### src/rtl/tc_pl_cap_gain_pkg.sv
// rtl/tc_pl_cap_gain_pkg.sv - shared definitions for the cap-gain SPI register-write link
// Holds the responder FSM state encoding, the command byte field positions and
// the default LMH register index shared with the TX sequencer.
package tc_pl_cap_gain_pkg;

  typedef enum logic [1:0] {
    S_IDLE   = 2'd0,
    S_ADDR   = 2'd1,
    S_COMMIT = 2'd2,
    S_WAIT   = 2'd3
  } state_t;

  // byte1 layout: {rw, addr[6:0]}
  localparam int RW_BIT   = 7;
  localparam int ADDR_MSB = 6;

  // Register index that carries the LMH gain field.
  localparam int LMH_ADDR_DEF = 2;

endpackage

### src/rtl/tc_pl_cap_gain_regbank.sv
// rtl/tc_pl_cap_gain_regbank.sv - NREG x W gain register bank with single write port
// Ports:
//   clk, rst   clock, asynchronous active-low reset (clears every register)
//   we         write enable for one cycle
//   waddr      7-bit register address; must be < NREG when we is high
//   wdata      value written to register waddr
//   bank       flat read bus, register i at [i*W +: W]
module tc_pl_cap_gain_regbank #(
  parameter int W    = 6,
  parameter int NREG = 4
) (
  input  logic                clk,
  input  logic                rst,
  input  logic                we,
  input  logic [6:0]          waddr,
  input  logic [W-1:0]        wdata,
  output logic [NREG*W-1:0]   bank
);

  logic [NREG*W-1:0] bank_q;

  always_ff @(posedge clk or negedge rst) begin
    if (!rst) begin
      bank_q <= '0;
    end else if (we) begin
      for (int i = 0; i < NREG; i++) begin
        if (waddr == 7'(i)) begin
          bank_q[i*W +: W] <= wdata;
        end
      end
    end
  end

  assign bank = bank_q;

endmodule

### src/rtl/tc_pl_cap_gain_lmh_rx.sv
// rtl/tc_pl_cap_gain_lmh_rx.sv - cap-gain SPI responder: frames 2-byte writes into the gain bank
// Optional readback is enabled by defining CAP_GAIN_RX_RDBK_EN.
// Ports:
//   clk, rst               clock, asynchronous active-low reset
//   srx_frame              chip-select active
//   srx_valid, srx_data    received byte strobe and byte
//   reg_bank               flat register bank, reg i at [i*CAP0_13 +: CAP0_13]
//   gset_lmh               copy of register LMH_ADDR
//   wr_stb, wr_addr        write pulse and address of the last write (held)
//   err_addr               pulse: command addressed a register >= NREG
//   err_frame              pulse: short frame, timeout, or unsupported read
//   rdbk_valid, rdbk_data  readback pulse and zero-extended value (CAP_GAIN_RX_RDBK_EN only)
module tc_pl_cap_gain_lmh_rx
  import tc_pl_cap_gain_pkg::*;
#(
  parameter int CAP0_13  = 6,
  parameter int SPI0_0   = 8,
  parameter int NREG     = 4,
  parameter int LMH_ADDR = LMH_ADDR_DEF,
  parameter int TMO_CYC  = 1024
) (
  input  logic                      clk,
  input  logic                      rst,
  input  logic                      srx_frame,
  input  logic                      srx_valid,
  input  logic [SPI0_0-1:0]         srx_data,
  output logic [NREG*CAP0_13-1:0]   reg_bank,
  output logic [CAP0_13-1:0]        gset_lmh,
  output logic                      wr_stb,
  output logic [6:0]                wr_addr,
  output logic                      err_addr,
  output logic                      err_frame
`ifdef CAP_GAIN_RX_RDBK_EN
  ,
  output logic                      rdbk_valid,
  output logic [SPI0_0-1:0]         rdbk_data
`endif
);

  localparam int              TW       = $clog2(TMO_CYC) + 1;
  localparam logic [TW-1:0]   TMO_LAST = TW'(TMO_CYC - 1);
  localparam logic [6:0]      NREG_A   = 7'(NREG);

  state_t              state, state_n;
  logic [CAP0_13-1:0]  dbuf;
  logic [6:0]          addr;
  logic                rw;
  logic [TW-1:0]       timer;

  logic ld_dbuf, ld_addr, wr_en, err_addr_n, err_frame_n, addr_ok;
`ifdef CAP_GAIN_RX_RDBK_EN
  logic                rd_en;
  logic [CAP0_13-1:0]  rd_val;
`endif

  assign addr_ok = (addr < NREG_A);

  always_ff @(posedge clk or negedge rst) begin
    if (!rst) state <= S_IDLE;
    else      state <= state_n;
  end

  always_comb begin
    state_n     = state;
    ld_dbuf     = 1'b0;
    ld_addr     = 1'b0;
    wr_en       = 1'b0;
    err_addr_n  = 1'b0;
    err_frame_n = 1'b0;
`ifdef CAP_GAIN_RX_RDBK_EN
    rd_en       = 1'b0;
`endif
    case (state)
      S_IDLE: begin
        if (srx_valid && srx_frame) begin
          ld_dbuf = 1'b1;
          state_n = S_ADDR;
        end
      end
      S_ADDR: begin
        // A byte arriving on the same cycle as CS falling or the timeout still completes the frame.
        if (srx_valid) begin
          ld_addr = 1'b1;
          state_n = S_COMMIT;
        end else if (!srx_frame || (timer == TMO_LAST)) begin
          err_frame_n = 1'b1;
          state_n     = S_IDLE;
        end
      end
      S_COMMIT: begin
        if (!rw) begin
          if (addr_ok) wr_en      = 1'b1;
          else         err_addr_n = 1'b1;
        end else begin
`ifdef CAP_GAIN_RX_RDBK_EN
          if (addr_ok) rd_en      = 1'b1;
          else         err_addr_n = 1'b1;
`else
          err_frame_n = 1'b1;
`endif
        end
        state_n = srx_frame ? S_WAIT : S_IDLE;
      end
      S_WAIT: begin
        if (!srx_frame) state_n = S_IDLE;
      end
      default: state_n = S_IDLE;
    endcase
  end

  always_ff @(posedge clk or negedge rst) begin
    if (!rst) begin
      dbuf      <= '0;
      addr      <= '0;
      rw        <= 1'b0;
      timer     <= '0;
      wr_stb    <= 1'b0;
      wr_addr   <= '0;
      err_addr  <= 1'b0;
      err_frame <= 1'b0;
    end else begin
      if (ld_dbuf) begin
        dbuf  <= srx_data[CAP0_13-1:0];
        timer <= '0;
      end else if (state == S_ADDR) begin
        timer <= timer + 1'b1;
      end
      if (ld_addr) begin
        addr <= srx_data[ADDR_MSB:0];
        rw   <= srx_data[RW_BIT];
      end
      wr_stb    <= wr_en;
      err_addr  <= err_addr_n;
      err_frame <= err_frame_n;
      if (wr_en) wr_addr <= addr;
    end
  end

  tc_pl_cap_gain_regbank #(
    .W    (CAP0_13),
    .NREG (NREG)
  ) u_regbank (
    .clk   (clk),
    .rst   (rst),
    .we    (wr_en),
    .waddr (addr),
    .wdata (dbuf),
    .bank  (reg_bank)
  );

  assign gset_lmh = reg_bank[LMH_ADDR*CAP0_13 +: CAP0_13];

`ifdef CAP_GAIN_RX_RDBK_EN
  always_comb begin
    rd_val = '0;
    for (int i = 0; i < NREG; i++) begin
      if (addr == 7'(i)) rd_val = reg_bank[i*CAP0_13 +: CAP0_13];
    end
  end

  always_ff @(posedge clk or negedge rst) begin
    if (!rst) begin
      rdbk_valid <= 1'b0;
      rdbk_data  <= '0;
    end else begin
      rdbk_valid <= rd_en;
      if (rd_en) rdbk_data <= SPI0_0'(rd_val);
    end
  end
`endif

endmodule

### config.mk
export PLATFORM = sky130hd
export DESIGN_NAME = tc_pl_cap_gain_lmh_rx
export DESIGN_NICKNAME = d
export VERILOG_FILES = /design/src/rtl/tc_pl_cap_gain_pkg.sv /design/src/rtl/tc_pl_cap_gain_regbank.sv /design/src/rtl/tc_pl_cap_gain_lmh_rx.sv
export SDC_FILE = /design/constraint.sdc
export NUM_CORES = 1
export LEC_CHECK = 0
export BUFFER_PORTS_ARGS = -buffer_cell sky130_fd_sc_hd__buf_4
export CORE_AREA = 2 2 70 85
export DETAILED_ROUTE_END_ITERATION = 7
export DIE_AREA = 0 0 72 87
export PLACE_DENSITY = 0.78
export SYNTH_ARGS = -nofsm -noshare
export SYNTH_HDL_FRONTEND = slang
export SYNTH_HIERARCHICAL = 1
export SYNTH_SLANG_ARGS = --single-unit
### constraint.sdc
create_clock -name clk -period 2.1 [get_ports clk]
set_clock_uncertainty 0.1 [all_clocks]
set_input_delay 0.315 -clock clk [delete_from_list [all_inputs] [get_ports clk]]
set_output_delay 0.315 -clock clk [all_outputs]
set_load 0.005 [all_outputs]
# After elaboration in Yosys (flattened, before gate mapping)
# Cells that the tools add are included.
# totals
regBits	61
inputBits	12
out_inout_bits	40
wordCells	58
# op_classes
n_addsub	1
order_cmp	1
n_eq_ne	10
muxes	22
reduce_logical	11
# ops
cell	n
$mux 11	2
$eq 7x2->1 const B	2
$mux 1	13
$add 11x1->11 const B	1
$eq 11x10->1 const B	1
$mux 2	5
$pmux 2 s4	1
$reduce_and 2->1	4
$eq 7x1->1 const B	1
$logic_not 7->1	1
$lt 7x3->1 const B	1
$eq 2x2->1 const B	2
$ne 2x2->1 const B	2
$ne 3x3->1 const B	1
$reduce_and 3->1	1
$eq 2x1->1 const B	1
$logic_not 2->1	1
$pmux 1 s2	1
$reduce_bool 2->1	1
$logic_and 1x1->1	1
$logic_not 1->1	1
$logic_or 1x1->1	1

# Longest topological paths before layout
# Gate-level depths: netlist of the first run.
# depth
word_depth	5
ltp_mapped	7

# By module
# Netlist of the first run, hierarchy kept.
# by_module_without_submodules
mod	instances	cells_per_inst	area_per_inst_um2	seq_area_each_um2
tc_pl_cap_gain_lmh_rx	1	134	1657.8	925.9
tc_pl_cap_gain_regbank	1	55	943.4	600.6

# Least setup slack after synthesis of the first run
# No wires, ideal clock.
# synth_path
kind	reg-to-reg
from	register state[0]
to	register u_regbank.bank_q[18] (netlist: u_regbank/bank[18])
setup_time_ns	0.125
arrival_time_ns	1.921
t_required_ns	1.875
path_slack_ns	-0.046
stages_incl_launch_ff	8
synth_period_minus_slack_ns	2.146
cell_sequence	dfrtp_1 -> inv_1 -> ha_1 -> nand2b_1 -> nor2_2 -> nor4b_4 -> nand4_1 -> mux2_2
# synth_between
elab_chain_cells	3
# synth_rtl
element	line	rtl
start, declared	tc_pl_cap_gain_lmh_rx.sv:44	state_t state, state_n;
start signal, assigned	tc_pl_cap_gain_lmh_rx.sv:60	else state <= state_n;
$eq 2x2->1	tc_pl_cap_gain_lmh_rx.sv:73	case (state)
$mux 1	tc_pl_cap_gain_lmh_rx.sv:73	
named net wr_en	tc_pl_cap_gain_lmh_rx.sv:50	logic ld_dbuf, ld_addr, wr_en, err_addr_n, err_frame_n, addr_ok;
$reduce_and 2->1 (no source line)	--	
end signal, assigned by index	tc_pl_cap_gain_regbank.sv:28	bank_q[i*W +: W] <= wdata;
end, declared	tc_pl_cap_gain_regbank.sv:20	logic [NREG*W-1:0] bank_q;
# The timed path passes the listed nets, and every way through them passes these cells.
# A chain may end at the register's enable or synchronous reset.

# Worst setup path after layout of the first run
# layout_path
from	register state[0]
to	register u_regbank.bank_q[12] (netlist: u_regbank/bank[12])
# The elaborated chain is that of the path after synthesis.

==> results of run 1 <==
==> state kept, by name, summed over array words and instances (netlist names) <==
signal,flops
addr,7
dbuf,6
err_addr,1
err_frame,1
rw,1
state,2
timer,11
u_regbank/bank,24
wr_addr,7
wr_stb,1
==> power breakdown <==
part / total [mW] / switching [mW] / leakage (nW) / internal, mW
Clock: 1.28 / 0.491 / 0.116 / 0.794
Sequential: 1.63 / 0.237 / 0.813 / 1.39
Combinational: 0.769 / 0.351 / 0.840 / 0.418
==> routing by layer <==
metal	up-vias	part of all wire
met3	5	0.044
met5	-	0
met2	39	0.53
met1	835	0.41
li1	790	-
met4	0	0.015
==> kinds of logic after synthesis <==
group           synth area share
xor+xnor                  0.0269
buf+inv                   0.0265
compound gates            0.0303
simple gates               0.119
fa+ha+maj                 0.0241
mux                        0.187
flops                      0.587
==> cells in the final DEF, fill, tap and decap left out, drive strengths merged, types with 2 or more instances in the layout <==
| cell type | instances |
|---|---|
| a21oi | 5 |
| and3 | 3 |
| buf | 63 |
| bufinv | 3 |
| clkbuf | 9 |
| clkinvlp | 2 |
| dfrtp | 61 |
| ha | 5 |
| inv | 4 |
| mux2 | 41 |
| mux2i | 2 |
| nand2 | 10 |
| nand2b | 3 |
| nand3 | 2 |
| nand4 | 5 |
| nand4b | 3 |
| nor2 | 13 |
| nor2b | 5 |
| nor3 | 2 |
| nor4b | 2 |
| o21ai | 3 |
| or3 | 2 |
| xnor2 | 3 |
| xor2 | 5 |
==> through the flow <==
step	total power, mW	cell area, um^2	hold slack, ps
after floorplan	2.08	2610	-80.6
after global placement	2.33	3070	335
after detailed placement	2.36	3070	336
after CTS	3.65	3340	97.4
after global routing	3.88	3390	107
final	3.68	3390	111
==> Yosys cell counts <==
library cell   n
and3_1         2
o21ai_0        2
nand2_1       10
a21oi_1        5
dfrtp_1       61
nor2_1        12
and3_2         1
xor2_1         5
nor3_1         2
o21ai_2        1
nand4_4        1
clkbuf_1       2
or3_1          2
nor4b_1        1
nand4b_1       1
buf_2          1
mux2_4         1
ha_1           5
nand4_1        4
nand4b_2       2
a22oi_1        1
mux2_2        40
nor2_2         1
mux2i_1        2
nand2b_1       3
inv_1          3
nor4b_4        1
xnor2_1        3
nor2b_1        5
buf_4          6
nand3_1        2
o41ai_4        1
==> final cells by class <==
cell class | count | area (um^2)
repair buffers | 64 | 483
well taps | 64 | 80.1
clock buffers | 9 | 124
flip-flops and latches | 61 | 1530
inverters | 3 | 11.3
multi-input cells | 116 | 1050
fillers | 435 | 2120
clock inverters | 7 | 123
==> what timing repair did <==
action / 4_1_cts / 5_1_grt
hold endpoints to repair: 61 / 0
pin swaps: 1 / 0
setup buffers: 1 / 3
endpoints found under the setup margin: 12 / 22
gates cloned: 0 / 0
gates resized for setup: 1 / 6
hold buffers: 1 / 0
==> worst max-delay path, cell delays in order (launching register included) <==
cell,delay (ps)
dfrtp_1,400
inv_2,70
ha_2,200
nand2b_4,70
nor2_4,80
nor4b_4,260
buf_4,180
nand4b_4,170
mux2_4,350
==> worst paths after layout <==
path                                   from  slack [ps]            endpoint  cells after the start
worst min register to register   wr_addr[6]         400          wr_addr[6]                      1
worst max register to register     state[0]         100  u_regbank/bank[12]                      8
min in group asynchronous               rst         480            state[0]                      2
worst max-delay path               state[0]         100  u_regbank/bank[12]                      8
max in group asynchronous               rst         920             dbuf[5]                      2
worst min-delay path            srx_data[6]         110             addr[6]                      2
==> results.py, run 1 <==
metrics = {
    "synth": {
        "syn_nets": 206,
        "syn_inst": 189,
        "yosysTopAreaCellShare": 0.587,
        "synth.area.top_cells": "dfrtp_1, mux2_2, ha_1, buf_4, nor2_1",
        "synth.distinct_cells": 32,
        "yosys_warnings": 6,
        "ys_ff_latch": 61,
        "synthesis.area_um2": 2600,
        "synth_area_per_cell_um2": 13.8,
        "synth_seq_area_share": 0.587,
        "yosysTopAreaCell": "dfrtp_1",
    },
    "grt": {
        "grt_pass1_vias": 1713,
        "use_met3": 0.0428,
        "met1_usage": 0.219,
        "grt_antenna_before_repair": 0,
        "grt_overflow": 0,
        "busiest_layer": "met2",
        "gr-usage-all-layers": 0.174,
        "grt_pass1_wl_um": 8140,
        "grt_max_degree": 62,
        "met2_usage": 0.281,
    },
    "critical_path": {
        "cp.arrival_ps": 2120,
        "critical_path_class": "flip-flop to flip-flop",
        "crit_fanout": 6,
        "crit_required_ps": 2230,
        "end_kind": "flip-flop",
        "start_kind": "flip-flop",
    },
    "sta": {
        "slew_headroom": 0.503,
        "period_minus_slack_ps": 2000,
        "finalSetupViolCount": 0,
        "drv_slew": 0,
        "setup_ws_ps": 104,
        "hold_viol": 0,
        "max_freq_mhz": 501,
        "max_slew.worst_pin.slew_ps": 746,
        "fin_setup_tns_ps": 0,
        "fin_crit_sh": 0.951,
        "rsz0062_at_grt": "false",
    },
    "cells_and_area": {
        "post-route-util": 0.615,
        "fin_nets": 272,
        "final_cells": 324,
        "areaGrowthSynthToFinish_pct": 30.5,
        "drive_above_1_share": 0.508,
        "antenna_cells": 0,
    },
    "route": {
        "remaining_drc_errors": 0,
        "routed_wl_um": 5030,
        "drt-pass1-iter-count": 4,
        "drt_iter0_markers": 88,
        "viasPerCell": 5.15,
        "dr_total_vias": 1669,
        "ant_nets": 0,
        "routedWlPerCell_um": 15.5,
    },
    "die": {
        "boundaryPins": 52,
        "core-area_um2": 5520,
        "die_area_um2": 6260,
        "initial_core_util": 0.471,
        "die_x_um": 72,
        "die_y_um": 87,
        "rows": 30,
    },
    "power_and_ir_drop": {
        "leakagePower_nw": 1.77,
        "power.density_nw_per_um2": 1090,
        "vdd_drop_max_mv": 0.658,
    },
    "clock_tree": {
        "clock-sinks": 61,
        "path_clk_slew_ps": 70,
        "clockBufferDepth": 2,
        "clk_latency_ps": 340,
        "htreeDepth": 3,
        "cts_tree": "yes",
        "cts_buffers": 9,
        "cts-root-buf": "clkbuf_8",
    },
    "placement": {
        "gp_congestion": 0.778,
        "port_buffers": 51,
        "dp_slack_ps": -50.8,
        "placedCellCount": 303,
        "dp.final_hpwl_um": 3370,
    },
    "run_status": {
        "status": "completed",
    },
    "min_path": {
        "hp-class": "primary input to flip-flop",
    },
    "flow_run": {
        "drv_cap": 0,
    },
}
No activity file was read; power rests on OpenSTA's default activity.
==> inputs of run 2 (changes only) <==
--- a/config.mk
+++ b/config.mk
@@ -6,9 +6,11 @@
 export NUM_CORES = 1
 export LEC_CHECK = 0
 export BUFFER_PORTS_ARGS = -buffer_cell sky130_fd_sc_hd__buf_4
-export CORE_AREA = 2 2 70 85
+export CELL_PAD_IN_SITES_DETAIL_PLACEMENT = 0
+export CELL_PAD_IN_SITES_GLOBAL_PLACEMENT = 1
+export CORE_AREA = 2 2 77 94
 export DETAILED_ROUTE_END_ITERATION = 7
-export DIE_AREA = 0 0 72 87
+export DIE_AREA = 0 0 79 96
 export PLACE_DENSITY = 0.78
 export SYNTH_ARGS = -nofsm -noshare
 export SYNTH_HDL_FRONTEND = slang
==> run 2 against run 1 <==
Effect of this change: cell count increased by 6.8%; count of clock-buffer cells in the layout up 2; via count decreased by 0.72%; sequential cell count unchanged; utilization decreased by 11 points; non-clock buffer count down 1; register-to-register slack got worse by 20 ps; die area grew 21%; largest cell class unchanged; largest power group unchanged.
==> results.py, run 2 (synthesis gave the netlist of run 1 again) <==
metrics = {
    "cells_and_area": {
        "areaGrowthSynthToFinish_pct": 29.1,
        "nFillCells": 621,
        "fin_nets": 271,
        "final_cells": 346,
        "final_cell_mix": "dfrtp_1, buf_4, mux2_2, nor2_1, clkbuf_8",
        "post-route-util": 0.502,
        "drive_above_1_share": 0.506,
        "largest_reg_flops": 24,
        "fin_area_um2": 3360,
        "antenna_cells": 0,
    },
    "grt": {
        "grt_pass1_wl_um": 8280,
        "grt_overflow": 0,
        "grt_pass1_vias": 1675,
        "gr-usage-all-layers": 0.148,
        "grt_antenna_before_repair": 0,
        "grt_max_degree": 62,
    },
    "power_and_ir_drop": {
        "leakagePower_nw": 1.72,
        "power.density_nw_per_um2": 1000,
        "vdd_drop_max_mv": 0.518,
    },
    "clock_tree": {
        "cts_tree": "yes",
        "htreeDepth": 3,
        "path_clk_slew_ps": 70,
        "clockBufferDepth": 2,
        "cts-root-buf": "clkbuf_8",
        "cts_buffers": 9,
        "clk_latency_ps": 340,
        "clock-sinks": 61,
    },
    "flow_run": {
        "drv_cap": 0,
    },
    "critical_path": {
        "crit_chain": "nor3_2 > nand2_1 > nor2_4 > nor4b_4 > nand4b_2 > mux2_2",
        "crit_fanout": 6,
        "reg2reg_to": "u_regbank/bank[7]",
        "start_kind": "flip-flop",
        "cp.arrival_ps": 2140,
        "critical_path_buf_inv_count": 0,
        "timing.rr.start": "addr[6]",
        "end_kind": "flip-flop",
        "cp_top_family": "simple AND/OR/NAND/NOR gates",
        "max_stage_delay_ps": 390,
        "r2r_cells": 6,
        "ff2ff_setup_slack_ps": 80,
        "crit_required_ps": 2220,
        "cp_slowest_cell": "dfrtp_1",
        "critical_path_class": "flip-flop to flip-flop",
    },
    "min_path": {
        "worstHoldPathCells": 2,
        "min_to": "addr[0]",
        "hp-start": "srx_data[0]",
        "hp-class": "primary input to flip-flop",
    },
    "sta": {
        "fin_crit_sh": 0.960,
        "max_slew.worst_pin.slew_ps": 754,
        "drv_slew": 0,
        "fin_setup_tns_ps": 0,
        "slew_headroom": 0.498,
        "finalSetupViolCount": 0,
        "period_minus_slack_ps": 2020,
        "max_freq_mhz": 496,
        "holdWs_ps": 111,
        "rsz0062_at_grt": "true",
        "hold_viol": 0,
    },
    "route": {
        "routed-wl-met2_um": 2470,
        "drt-met1-wl_um": 2290,
        "dr_total_vias": 1657,
        "routedWlPerCell_um": 14.7,
        "drt_iter0_markers": 58,
        "dr_wl_met3_um": 246,
        "dr.max_layer_used": "met4",
        "viasPerCell": 4.79,
        "remaining_drc_errors": 0,
        "ant_nets": 0,
        "drt-pass1-iter-count": 4,
        "routed_wl_um": 5080,
    },
    "die": {
        "die_x_um": 79,
        "initial_core_util": 0.389,
        "core-area_um2": 6690,
        "die_y_um": 96,
        "rows": 33,
        "die_area_um2": 7580,
        "boundaryPins": 52,
    },
    "placement": {
        "placed_area_um2": 3110,
        "port_buffers": 51,
        "placedCellCount": 327,
        "gp_congestion": 0.711,
        "dp.final_hpwl_um": 3550,
    },
    "run_status": {
        "status": "completed",
    },
}
==> run 2: cell types whose count changed in the layout (fill, tap and decap cells not counted), sizes merged <==
cell      before  now
bufinv         3    0
clkbuf         9   11
clkinvlp       2    4
buf           63   62
inv            4    3
==> run 2: worst register-to-register path: cells and delay by family, from the launching register on <==
family           cells  cell delay, ps
AND/OR/NAND/NOR      5            1080
multiplexers         1             340
flip-flops           1             390
==> run 2: metrics by stage <==
stage	power, mW	worst slack (ps)
6_report	3.37	84.5
5_1_grt	3.58	-28.8
4_1_cts	3.37	-15.5
3_5_place_dp	2.39	-82.1
3_3_place_gp	2.36	39.0
2_1_floorplan	2.08	18.6
==> run 2: how the worst max path moves through the flow <==
stage / startpoint / endpoint / slack, ps / depth (start not counted)
floorplan: state[0] / u_regbank/bank[18] / 20 / 7
finish: addr[6] / u_regbank/bank[7] / 80 / 6
global placement: state[0] / u_regbank/bank[16] / 40 / 7
detailed placement: state[0] / u_regbank/bank[14] / -80 / 7
global route: addr[6] / u_regbank/bank[19] / -30 / 7
CTS: state[0] / u_regbank/bank[10] / -20 / 7
==> run 2: layer usage <==
| metal | track usage | up-vias |
|---|---|---|
| met5 | 0 | - |
| met4 | 0.0690 | 0 |
| met3 | 0.0478 | 7 |
| met2 | 0.232 | 39 |
| met1 | 0.187 | 828 |
| li1 | - | 783 |
==> run 2: report_power, final <==
group          total (mW)  switching (mW)  internal, mW
logic               0.793           0.363         0.430
registers            1.62           0.227          1.40
clock network       0.957           0.468         0.489
total                3.37            1.06          2.31
==> run 2: timing repair <==
item,4_1_cts,5_1_grt
buffers inserted,0,2
hold buffers,1,0
pin swaps,0,2
endpoints found under the hold margin,61,0
setup endpoints to repair,6,24
gates resized for setup,1,6
==> run 2: area by class of cell <==
cell class                      instances  area [um^2]  area share
Sequential cell                        61         1530       0.455
Multi-Input combinational cell        116         1040       0.311
Timing Repair Buffer                   63          479       0.143
Clock buffer                           11          151      0.0451
Tap cell                               87          109      0.0324
Clock inverter                          5         35.0      0.0104
Inverter                                3         11.3     0.00335
